`src/rtl/stall_pkg.sv`:
```
// Shared types and constants for the pipeline stall/flush controller.
package stall_pkg;

  typedef enum logic [1:0] {
    RUN   = 2'd0,
    STALL = 2'd1,
    FLUSH = 2'd2
  } state_e;

  localparam int REG_ADDR_W = 5;
  localparam int REG_ZERO   = 0;
  localparam int CNT_W      = 4;

endpackage

```
`src/rtl/pipeline_stall_ctrl_load_use_detect.sv`:
```
// Combinational load-use hazard detector: a load in ID/EX whose destination
// feeds either source of the instruction in IF/ID (register zero excluded).
module load_use_detect #(
  parameter int ADDR_W = stall_pkg::REG_ADDR_W
) (
  input  logic              idex_memread,
  input  logic [ADDR_W-1:0] idex_rt,
  input  logic [ADDR_W-1:0] ifid_rs,
  input  logic [ADDR_W-1:0] ifid_rt,
  output logic              load_use
);
  import stall_pkg::*;

  logic w_dest_nonzero;
  logic w_src_match;

  assign w_dest_nonzero = (idex_rt != ADDR_W'(REG_ZERO));
  assign w_src_match    = (idex_rt == ifid_rs) || (idex_rt == ifid_rt);
  assign load_use       = idex_memread && w_dest_nonzero && w_src_match;

endmodule

```
`src/rtl/pipeline_stall_ctrl.sv`:
```
// PC / IF/ID / ID/EX hold-flush sequencer with Mealy enables.
// Optional stall/flush cycle counters are built when STALL_PERF_EN is defined.
module pipeline_stall_ctrl #(
  parameter int STALL_CYCLES = 1,
  parameter int FLUSH_CYCLES = 1,
  parameter int REG_ADDR_W   = stall_pkg::REG_ADDR_W
) (
  input  logic                  clk,
  input  logic                  rst_n,
  input  logic                  idex_memread,
  input  logic [REG_ADDR_W-1:0] idex_rt,
  input  logic [REG_ADDR_W-1:0] ifid_rs,
  input  logic [REG_ADDR_W-1:0] ifid_rt,
  input  logic                  branch_taken,
  input  logic                  jump,
  output logic                  pc_wren,
  output logic                  ifid_wren,
  output logic                  ifid_flush,
  output logic                  idex_bubble
`ifdef STALL_PERF_EN
  ,
  output logic [31:0]           stall_cnt,
  output logic [31:0]           flush_cnt
`endif
);
  import stall_pkg::*;

  state_e           r_state;
  state_e           w_next_state;
  logic [CNT_W-1:0] r_cnt;
  logic [CNT_W-1:0] w_next_cnt;
  logic             w_load_use;
  logic             w_redirect;

  load_use_detect #(.ADDR_W(REG_ADDR_W)) u_detect (
    .idex_memread (idex_memread),
    .idex_rt      (idex_rt),
    .ifid_rs      (ifid_rs),
    .ifid_rt      (ifid_rt),
    .load_use     (w_load_use)
  );

  assign w_redirect = branch_taken | jump;

  always_comb begin
    w_next_state = r_state;
    w_next_cnt   = r_cnt;
    pc_wren      = 1'b1;
    ifid_wren    = 1'b1;
    ifid_flush   = 1'b0;
    idex_bubble  = 1'b0;
    case (r_state)
      RUN, STALL: begin
        if (w_redirect) begin
          ifid_flush  = 1'b1;
          idex_bubble = 1'b1;
          if (FLUSH_CYCLES > 1) begin
            w_next_state = FLUSH;
            w_next_cnt   = CNT_W'(FLUSH_CYCLES - 1);
          end else begin
            w_next_state = RUN;
            w_next_cnt   = '0;
          end
        end else if (r_state == STALL || w_load_use) begin
          pc_wren     = 1'b0;
          ifid_wren   = 1'b0;
          idex_bubble = 1'b1;
          if (r_state == RUN) begin
            if (STALL_CYCLES > 1) begin
              w_next_state = STALL;
              w_next_cnt   = CNT_W'(STALL_CYCLES - 1);
            end
          end else if (r_cnt == CNT_W'(1)) begin
            w_next_state = RUN;
            w_next_cnt   = '0;
          end else begin
            w_next_cnt = r_cnt - CNT_W'(1);
          end
        end
      end
      FLUSH: begin
        // load_use is deliberately ignored: IF/ID is being cleared anyway.
        ifid_flush  = 1'b1;
        idex_bubble = 1'b1;
        if (w_redirect) begin
          w_next_cnt = CNT_W'(FLUSH_CYCLES - 1);
        end else if (r_cnt == CNT_W'(1)) begin
          w_next_state = RUN;
          w_next_cnt   = '0;
        end else begin
          w_next_cnt = r_cnt - CNT_W'(1);
        end
      end
      default: begin
        w_next_state = RUN;
        w_next_cnt   = '0;
      end
    endcase
    if (!rst_n) begin
      pc_wren     = 1'b0;
      ifid_wren   = 1'b0;
      ifid_flush  = 1'b1;
      idex_bubble = 1'b1;
    end
  end

  always_ff @(posedge clk or negedge rst_n) begin
    if (!rst_n) begin
      r_state <= RUN;
      r_cnt   <= '0;
    end else begin
      r_state <= w_next_state;
      r_cnt   <= w_next_cnt;
    end
  end

`ifdef STALL_PERF_EN
  logic [31:0] r_stall_cnt;
  logic [31:0] r_flush_cnt;

  always_ff @(posedge clk or negedge rst_n) begin
    if (!rst_n) begin
      r_stall_cnt <= '0;
      r_flush_cnt <= '0;
    end else begin
      if (!pc_wren)   r_stall_cnt <= r_stall_cnt + 32'd1;
      if (ifid_flush) r_flush_cnt <= r_flush_cnt + 32'd1;
    end
  end

  assign stall_cnt = r_stall_cnt;
  assign flush_cnt = r_flush_cnt;
`endif

endmodule

```
`config.mk`:
```
export PLATFORM = sky130hd
export DESIGN_NAME = pipeline_stall_ctrl
export DESIGN_NICKNAME = d
export VERILOG_FILES = /design/src/rtl/stall_pkg.sv /design/src/rtl/pipeline_stall_ctrl_load_use_detect.sv /design/src/rtl/pipeline_stall_ctrl.sv
export SDC_FILE = /design/constraint.sdc
export NUM_CORES = 1
export LEC_CHECK = 0
export BUFFER_PORTS_ARGS = -buffer_cell sky130_fd_sc_hd__buf_4
export CORE_AREA = 2 2 39 41
export CTS_CLUSTER_SIZE = 12
export DETAILED_ROUTE_END_ITERATION = 8
export DIE_AREA = 0 0 41 43
export GPL_TIMING_DRIVEN = 0
export PLACE_DENSITY_LB_ADDON = 0.05
export SYNTH_ARGS = -nofsm -noshare
export SYNTH_HDL_FRONTEND = slang
export SYNTH_HIERARCHICAL = 1
export SYNTH_SLANG_ARGS = --single-unit
export TNS_END_PERCENT = 30
```
`constraint.sdc`:
```
create_clock -name clk -period 1.7 [get_ports clk]
set_input_delay 0.17 -clock clk [delete_from_list [all_inputs] [get_ports clk]]
set_output_delay 0.17 -clock clk [all_outputs]
set_load 0.01 [all_outputs]
```
==> flow_metrics.env, run 1 <==
export IMPL_io_pin_count=24
export IMPL_synthArstFlopShare_pct=100
export IMPL_initial_core_util_pct=37.8
export IMPL_post_route_min_period_ns=1.66
export IMPL_yosysTopAreaCellShare_pct=28.7
export IMPL_critPathMaxFanout=3
export IMPL_synth_fp_nets=86
export IMPL_grt_pass1_vias=546
export IMPL_drc=0
export IMPL_insertion_delay_ns=0.24
export IMPL_yosysTopAreaCell="dfrtp_1"
export IMPL_wl_per_cell_um=11.2
export IMPL_cp_start_kind="primary input"
export IMPL_cts_tree="built"
export IMPL_fin_skew_ns=0.000112
export IMPL_synth_seq_cells=6
export IMPL_critPathCapture="pc_wren"
export IMPL_dp_hpwl_um=986
export IMPL_hold_violations=0
export IMPL_ys_seq_area_share_pct=28.7
export IMPL_intPower_uw=411
export IMPL_r2r_cells=4
export IMPL_synth_ff_type="dfrtp_1"
export IMPL_arrival_ns=1.49
export IMPL_synth_edf_count=0
export IMPL_cts_clk_slew_worst_paths_ns=0.04
export IMPL_fin_cells=106
export IMPL_critical_path_required_ns=1.53
export IMPL_fp_row_count=14
export IMPL_min_path_type="in2reg"
export IMPL_swShare_pct=34.8
export IMPL_drv_slew=0
export IMPL_cts_sinks=6
export IMPL_worst_pin_slew_ns=0.422
export IMPL_nets=114
export IMPL_drv_cap=0
export IMPL_yosysWarnings=6
export IMPL_setup_viol=0
export IMPL_drive_above_1_share_pct=35.6
export IMPL_overflow=0
export IMPL_path_class="in2out"
export IMPL_ys_types=27
export IMPL_worstReg2RegStart="r_cnt[0]"
export IMPL_post_route_period_util_pct=97.4
export IMPL_diodes=0
export IMPL_dr_pass1_iters=2
export IMPL_die_area_um2=1760
export IMPL_wirelength_um=1190
export IMPL_peakVddDrop_mv=0.287
export IMPL_die_h_um=43
export IMPL_crit_path_start="idex_rt[1]"
export IMPL_power_frac_seq_pct=30.4
export IMPL_layout_area_overhead_vs_synth_pct=45.9
export IMPL_port_buffers=23
export IMPL_dp_cells=103
export IMPL_grt_start_max_net_pins=13
export IMPL_drtAntennaViolNets=0
export IMPL_combinationalPowerShare_pct=48.6
export IMPL_worstSetupEndpointType="output port"
export IMPL_fp_coreArea_um2=1380
export IMPL_fmax_mhz=604
export IMPL_cts_made_buffers=3
export IMPL_grt_antenna_before_repair=0
export IMPL_netlist_area_um2=523
export IMPL_ys_top_cells_by_area="dfrtp_1 (29%), xor2_1 (10%), xnor2_1 (8.4%), a21oi_1 (4.8%), ha_1 (4.8%)"
export IMPL_htree_levels=1
export IMPL_finish_utilization_pct=55.2
export IMPL_relSlewSlack_pct=71.8
export IMPL_r2r_end="r_cnt[2]"
export IMPL_vias=550
export IMPL_post_cts_buffers=0
export IMPL_avgSynthCellArea_um2=8.17
export IMPL_track_usage_pct=17.6
export IMPL_place_gp_congestion=0.679
export IMPL_p_sw_uw=219
export IMPL_grt_setup_unrepaired="yes"
export IMPL_grt_pass1_wl_um=2060
export IMPL_power_density_nw_per_um2=825
export IMPL_syn_inst=64
export IMPL_drt_iter0_markers=1
export IMPL_clockBufferDepth=2
export IMPL_vias_per_cell=5.19
export IMPL_power_share_clock_pct=20.9
export IMPL_r2r_slack_ns=0.20
export IMPL_die_w_um=41
export IMPL_status="finished, final reports clean"
export IMPL_p_leak_uw=0.000339
export IMPL_tns_ns=0
export IMPL_cts_root_buf="clkbuf_4"
==> worst max-delay path, stage by stage <==
cell	delay, ns
buf_4	0.12
or4_1	0.51
o21ai_1	0.13
a21oi_1	0.07
o21ai_1	0.13
and2_4	0.16
buf_4	0.09
buf_4	0.10
==> cell usage after synthesis, drive strengths merged, types with 2 or more instances <==
| master | n |
|---|---|
| dfrtp | 6 |
| nor2 | 6 |
| xor2 | 6 |
| a21oi | 5 |
| o21ai | 5 |
| xnor2 | 5 |
| nor3 | 4 |
| inv | 3 |
| nand2 | 3 |
| and2 | 2 |
| buf | 2 |
| ha | 2 |
| nand3 | 2 |
| or4b | 2 |
==> cell usage in the layout, fill, tap and decap left out, types with 2 or more instances in the layout <==
cell type and instances:
o21ai_0 3, dfrtp_1 6, buf_4 24, o21ai_1 2, clkbuf_4 3, xor2_1 6, a21oi_1 5, nand3_1 2
inv_1 3, or4b_1 2, nor2_1 6, nand2_1 3, ha_1 2, xnor2_1 5, nor3_1 2
==> stage by stage <==
step / instance area, um2 / setup WS [ns] / total power, uW / hold WS [ns]
after floorplan: 523 / 0.237 / 391 / -0.126
after global placement: 716 / -0.0178 / 485 / -0.00769
after detailed placement: 716 / -0.0274 / 485 / -0.00594
after CTS: 761 / 0.00632 / 637 / 0.187
after global routing: 763 / -0.0330 / 684 / 0.218
final: 763 / 0.0438 / 630 / 0.195
==> power by group through the flow <==
stage,Sequential [uW],Combinational (uW),Clock [uW]
after global routing,197,339,148
after CTS,192,308,137
after floorplan,189,202,0
after global placement,194,292,0
after detailed placement,194,291,0
final,192,306,132
==> flip-flops by register name, summed over array words and instances, names as in the netlist <==
signal	count
r_state	2
r_cnt	4
==> cell type report <==
type                            count  area (um2)
Inverter                            3        11.3
Timing Repair Buffer               24         183
Clock buffer                        3        22.5
Sequential cell                     6         150
Tap cell                           16        20.0
Buffer                              2        18.8
Multi-Input combinational cell     52         358
Fill cell                         156         621
==> metal layers <==
| layer | up-vias | GRT usage, % | routed length, um | part of all wire [%] |
|---|---|---|---|---|
| met5 | - | 0 | 0 | 0 |
| met4 | 0 | 12.0 | 31 | 2.6 |
| met3 | 4 | 5.24 | 63 | 5.3 |
| met2 | 19 | 28.1 | 638 | 54 |
| met1 | 252 | 18.6 | 456 | 38 |
| li1 | 275 | - | - | - |
==> cell families (layout without fill, tap and decap cells) <==
| group | count (synthesis) | after routing | share of synthesized area [%] |
|---|---|---|---|
| flip-flops | 6 | 6 | 28.7 |
| buffers and inverters | 6 | 32 | 6.46 |
| XOR/XNOR | 11 | 11 | 18.4 |
| AND/OR/NAND/NOR | 25 | 25 | 26.3 |
| AO/OA/AOI/OAI | 14 | 14 | 15.3 |
| adder cells (fa/ha/maj) | 2 | 2 | 4.78 |
==> worst min path at each step <==
| stage | depth (start not counted) | start | slack [ns] | endpoint |
|---|---|---|---|---|
| after floorplan | 0 | rst_n | -0.13 | r_cnt[0] |
| after global placement | 1 | rst_n | -0.008 | r_state[1] |
| after detailed placement | 1 | rst_n | -0.006 | r_state[0] |
| after CTS | 4 | branch_taken | 0.19 | r_state[0] |
| after global routing | 3 | branch_taken | 0.22 | r_cnt[1] |
| final | 4 | branch_taken | 0.19 | r_state[0] |
==> repair_timing <==
| item | 4_1_cts | 5_1_grt |
|---|---|---|
| pin swaps | 0 | 2 |
| cloned | 0 | 0 |
| hold endpoints to repair | 6 | 0 |
| hold buffers | 1 | 0 |
| gates resized for setup | 3 | 2 |
| endpoints found under the setup margin | 1 | 2 |
Note: power is estimated with default switching activity, not from simulation.
==> run 2, diff against run 1 <==
--- a/config.mk
+++ b/config.mk
@@ -11,7 +11,7 @@
 export DETAILED_ROUTE_END_ITERATION = 8
 export DIE_AREA = 0 0 41 43
 export GPL_TIMING_DRIVEN = 0
-export PLACE_DENSITY_LB_ADDON = 0.05
+export PLACE_DENSITY = 0.67
 export SYNTH_ARGS = -nofsm -noshare
 export SYNTH_HDL_FRONTEND = slang
 export SYNTH_HIERARCHICAL = 1
==> flow_metrics.env, run 2 (synthesized netlist as in run 1, its figures left out) <==
export IMPL_drv_slew=0
export IMPL_hold_violations=0
export IMPL_diodes=0
export IMPL_finish_utilization_pct=56.4
export IMPL_path_class="in2out"
export IMPL_layout_commonest_cell="buf_4"
export IMPL_grt_setup_unrepaired="no"
export IMPL_cts_tree="built"
export IMPL_vias=531
export IMPL_cp_start_kind="primary input"
export IMPL_status="finished, final reports clean"
export IMPL_post_route_min_period_ns=1.59
export IMPL_post_route_period_util_pct=93.5
export IMPL_grt_pass1_vias=549
export IMPL_dr_pass1_iters=3
export IMPL_fmax_mhz=629
export IMPL_overflow=0
export IMPL_io_pin_count=24
export IMPL_grt_pass1_wl_um=2080
export IMPL_drc=0
export IMPL_fp_coreArea_um2=1380
export IMPL_power_density_nw_per_um2=813
export IMPL_final_cell_mix="buf_4 (20), nor2_1 (6), dfrtp_1 (6), xor2_1 (6), xnor2_1 (5)"
export IMPL_critical_path_required_ns=1.53
export IMPL_nets=113
export IMPL_finalPower_uw=635
export IMPL_place_gp_congestion=0.726
export IMPL_largest_reg_flops=4
export IMPL_layout_area_overhead_vs_synth_pct=49.3
export IMPL_drtAntennaViolNets=0
export IMPL_cts_sinks=6
export IMPL_wirelength_um=1210
export IMPL_setup_viol=0
export IMPL_arrival_ns=1.42
export IMPL_vias_per_cell=5.06
export IMPL_p_leak_uw=0.000339
export IMPL_cts_root_buf="clkbuf_4"
export IMPL_worst_pin_slew_ns=0.477
export IMPL_drive_above_1_share_pct=37.1
export IMPL_drv_cap=0
export IMPL_critPathMaxFanout=3
export IMPL_die_w_um=41
export IMPL_port_buffers=23
export IMPL_htree_levels=1
export IMPL_crit_path_start="idex_rt[3]"
export IMPL_clockBufferDepth=2
export IMPL_worstReg2RegStart="r_cnt[0]"
export IMPL_cts_clk_slew_worst_paths_ns=0.05
export IMPL_grt_start_max_net_pins=13
export IMPL_worstSetupEndpointType="output port"
export IMPL_peakVddDrop_mv=0.287
export IMPL_drt_iter0_markers=4
export IMPL_track_usage_pct=17.6
export IMPL_die_area_um2=1760
export IMPL_post_cts_buffers=0
export IMPL_fp_row_count=14
export IMPL_wl_per_cell_um=11.5
export IMPL_initial_core_util_pct=37.8
export IMPL_insertion_delay_ns=0.24
export IMPL_holdCritStartpoint="branch_taken"
export IMPL_fin_skew_ns=0.00615
export IMPL_die_h_um=43
export IMPL_tns_ns=0
export IMPL_relSlewSlack_pct=68.1
export IMPL_reg_largest_list="r_cnt x4, r_state x2"
export IMPL_grt_antenna_before_repair=0
export IMPL_cts_made_buffers=3
export IMPL_largest_register="r_cnt"
export IMPL_min_path_type="in2reg"
export IMPL_dp_hpwl_um=980
## run 2: final timing paths
path | cells after the start | slack [ns] | end
max | 7 | 0.11 | ifid_wren
min | 4 | 0.19 | r_state[0]
max reg2reg | 4 | 0.20 | r_cnt[2]
min reg2reg | 2 | 0.58 | r_cnt[3]
max in group asynchronous | 2 | 1.28 | r_cnt[3]
min in group asynchronous | 2 | 0.28 | r_cnt[2]
## run 2: per-stage QoR
| stage | hold slack, ns | worst slack, ns | area (um2) | cells |
|---|---|---|---|---|
| finish | 0.187 | 0.111 | 781 | 105 |
| global route | 0.193 | 0.00603 | 781 | 105 |
| CTS | 0.176 | 0.00742 | 756 | 106 |
| detailed placement | -0.00692 | 0.00950 | 716 | 103 |
| global placement | -0.00729 | 0.0282 | 716 | 103 |
| floorplan | -0.126 | 0.237 | 523 | 64 |
## run 2: layout make-up
| cell class | instances | area (um2) |
|---|---|---|
| tap | 16 | 20.0 |
| clock buffer | 3 | 22.5 |
| timing repair buffer | 24 | 198 |
| fill | 144 | 603 |
| inverter | 3 | 11.3 |
| multi-input combinational | 52 | 368 |
| sequential | 6 | 150 |
| buffer | 1 | 11.3 |
## run 2: report_power, final
group          internal, uW  total [uW]  switching (uW)  leakage, uW
registers               171         192            21.0    0.0000811
clock network          79.7         129            49.7    0.0000138
logic                   163         313             151     0.000245
total                   413         635             222     0.000339
## run 2: what timing repair did
action,in CTS,in global routing
pin swaps,0,4
endpoints found under the setup margin,2,3
resized for setup,2,10
endpoints found under the hold margin,6,0
hold buffers,1,0
## run 2: metal layers
layer  share of wire (%)  GRT usage [%]  vias up
li1                    -              -      271
met1                  42           19.5      236
met5                   0              0        -
met3                 6.3           2.09        2
met2                  51           29.1       22
met4                 1.2           12.0        0
## run 2: critical path, cell delays in order
cell and delay (ns):
buf_8 0.10, or4_4 0.52, o21ai_2 0.16, a21oi_2 0.06, o21ai_1 0.11, and2_1 0.17
buf_4 0.13
==> run 3, diff against run 2 <==
==> constraint.sdc (replaced) <==
create_clock -name clk -period 1.7 [get_ports clk]
set_input_delay 0.17 -clock clk [delete_from_list [all_inputs] [get_ports clk]]
set_output_delay 0.17 -clock clk [all_outputs]
set_load 0.1 [all_outputs]
==> flow_metrics.env, run 3 (synthesized netlist as in run 1, its figures left out) <==
export IMPL_finalPower_uw=696
export IMPL_layout_area_overhead_vs_synth_pct=55.3
export IMPL_nets=115
export IMPL_critPathMaxFanout=3
export IMPL_setup_viol=0
export IMPL_fp_row_count=14
export IMPL_cts_root_buf="clkbuf_4"
export IMPL_layout_setup_ws_ns=0.00777
export IMPL_arrival_ns=1.52
export IMPL_drv_cap=0
export IMPL_wirelength_um=1240
export IMPL_path_class="in2out"
export IMPL_worst_pin_slew_ns=0.415
export IMPL_track_usage_pct=17.1
export IMPL_fin_skew_ns=0.00337
export IMPL_drtAntennaViolNets=0
export IMPL_clockBufferDepth=2
export IMPL_post_dp_cell_area_um2=729
export IMPL_io_pin_count=24
export IMPL_die_h_um=43
export IMPL_die_area_um2=1760
export IMPL_post_route_period_util_pct=99.5
export IMPL_diodes=0
export IMPL_status="finished, final reports clean"
export IMPL_min_path_type="in2reg"
export IMPL_relSlewSlack_pct=72.3
export IMPL_slowest_delay_ns=0.51
export IMPL_p_leak_uw=0.000358
export IMPL_cp_start_kind="primary input"
export IMPL_drt_iter0_markers=13
export IMPL_die_w_um=41
export IMPL_grt_start_max_net_pins=11
export IMPL_hold_violations=0
export IMPL_drc=0
export IMPL_holdWs_ns=0.198
export IMPL_grt_pass1_wl_um=2030
export IMPL_drive_above_1_share_pct=38.5
export IMPL_place_gp_congestion=0.675
export IMPL_largest_register="r_cnt"
export IMPL_drv_slew=0
export IMPL_place_ws_ns=-0.144
export IMPL_worstSetupEndpointType="output port"
export IMPL_final_cell_mix="buf_4 (17), buf_6 (7), nor2_1 (6), dfrtp_1 (6), xor2_1 (6)"
export IMPL_crit_chain="buf_6 > or4_1 > o21ai_1 > a21oi_1 > o21ai_1 > and2_4 > buf_6 > buf_12"
export IMPL_grt_pass1_vias=542
export IMPL_critical_path_required_ns=1.53
export IMPL_vias_per_cell=5.04
export IMPL_overflow=0
export IMPL_dp_hpwl_um=971
export IMPL_finalInstanceArea_um2=812
export IMPL_wl_per_cell_um=11.5
export IMPL_initial_core_util_pct=37.8
export IMPL_cts_made_buffers=3
export IMPL_grt_antenna_before_repair=0
export IMPL_dr_pass1_iters=4
export IMPL_fmax_mhz=591
export IMPL_fp_coreArea_um2=1380
export IMPL_vias=539
export IMPL_cts_clk_slew_worst_paths_ns=0.04
export IMPL_slowest_stage="or4_1"
export IMPL_port_buffers=23
export IMPL_cts_tree="built"
export IMPL_grt_setup_unrepaired="yes"
export IMPL_post_route_min_period_ns=1.69
export IMPL_peakVddDrop_mv=0.344
export IMPL_cts_sinks=6
export IMPL_htree_levels=1
export IMPL_power_density_nw_per_um2=857
export IMPL_largest_reg_flops=4
export IMPL_insertion_delay_ns=0.24
export IMPL_reg_largest_list="r_cnt x4, r_state x2"
export IMPL_layout_commonest_cell="buf_4"
run 3: power breakdown:
group          total (uW)  leakage (uW)  switching, uW  internal [uW]
clock                 132     0.0000138           51.9           79.9
combinational         373      0.000263            201            172
sequential            191     0.0000811           20.7            171
total                 696      0.000358            274            423
run 3: cell type report:
type	count	area [um2]
Multi-Input combinational cell	52	367
Buffer	3	27.5
Clock buffer	3	22.5
Tap cell	16	20.0
Timing Repair Buffer	24	214
Fill cell	141	572
Sequential cell	6	150
Inverter	3	11.3
run 3: layer usage:
metal	share of wire (%)	global-route usage, %	routed length [um]
met2	55	30.0	677
met5	0	0	0
met1	37	18.2	453
met3	5.1	0	63
met4	3.3	12.0	41
run 3: final timing paths:
kind | start | to | slack (ns) | cells after the start
setup / recovery | idex_rt[3] | pc_wren | 0.008 | 8
hold / removal | branch_taken | r_state[0] | 0.20 | 4
setup reg to reg | r_cnt[0] | r_cnt[2] | 0.21 | 4
hold reg to reg | r_state[0] | r_state[1] | 0.58 | 2
max in group asynchronous | rst_n | r_cnt[1] | 1.27 | 2
min in group asynchronous | rst_n | r_cnt[2] | 0.29 | 2
run 3: through the flow:
stage / setup TNS, ns / util (%) / cells
floorplan: -0.250 / - / 64
global placement: -0.266 / 52.7 / 103
detailed placement: -0.302 / 52.7 / 103
CTS: 0 / 58.1 / 107
global route: -0.0507 / 58.7 / 107
finish: 0 / 58.7 / 107
run 3: repair_timing:
action                                  4_1_cts  5_1_grt
pin swaps                                     4        1
endpoints found under the setup margin        4        4
setup buffers                                 0        0
hold endpoints to repair                      6        0
hold buffers                                  1        0
gates resized for setup                      11        3
run 3: critical path: cells and delay by family:
kind | cells | cell delay (ns)
buf+inv | 3 | 0.35
simple gates | 2 | 0.67
compound gates | 3 | 0.34
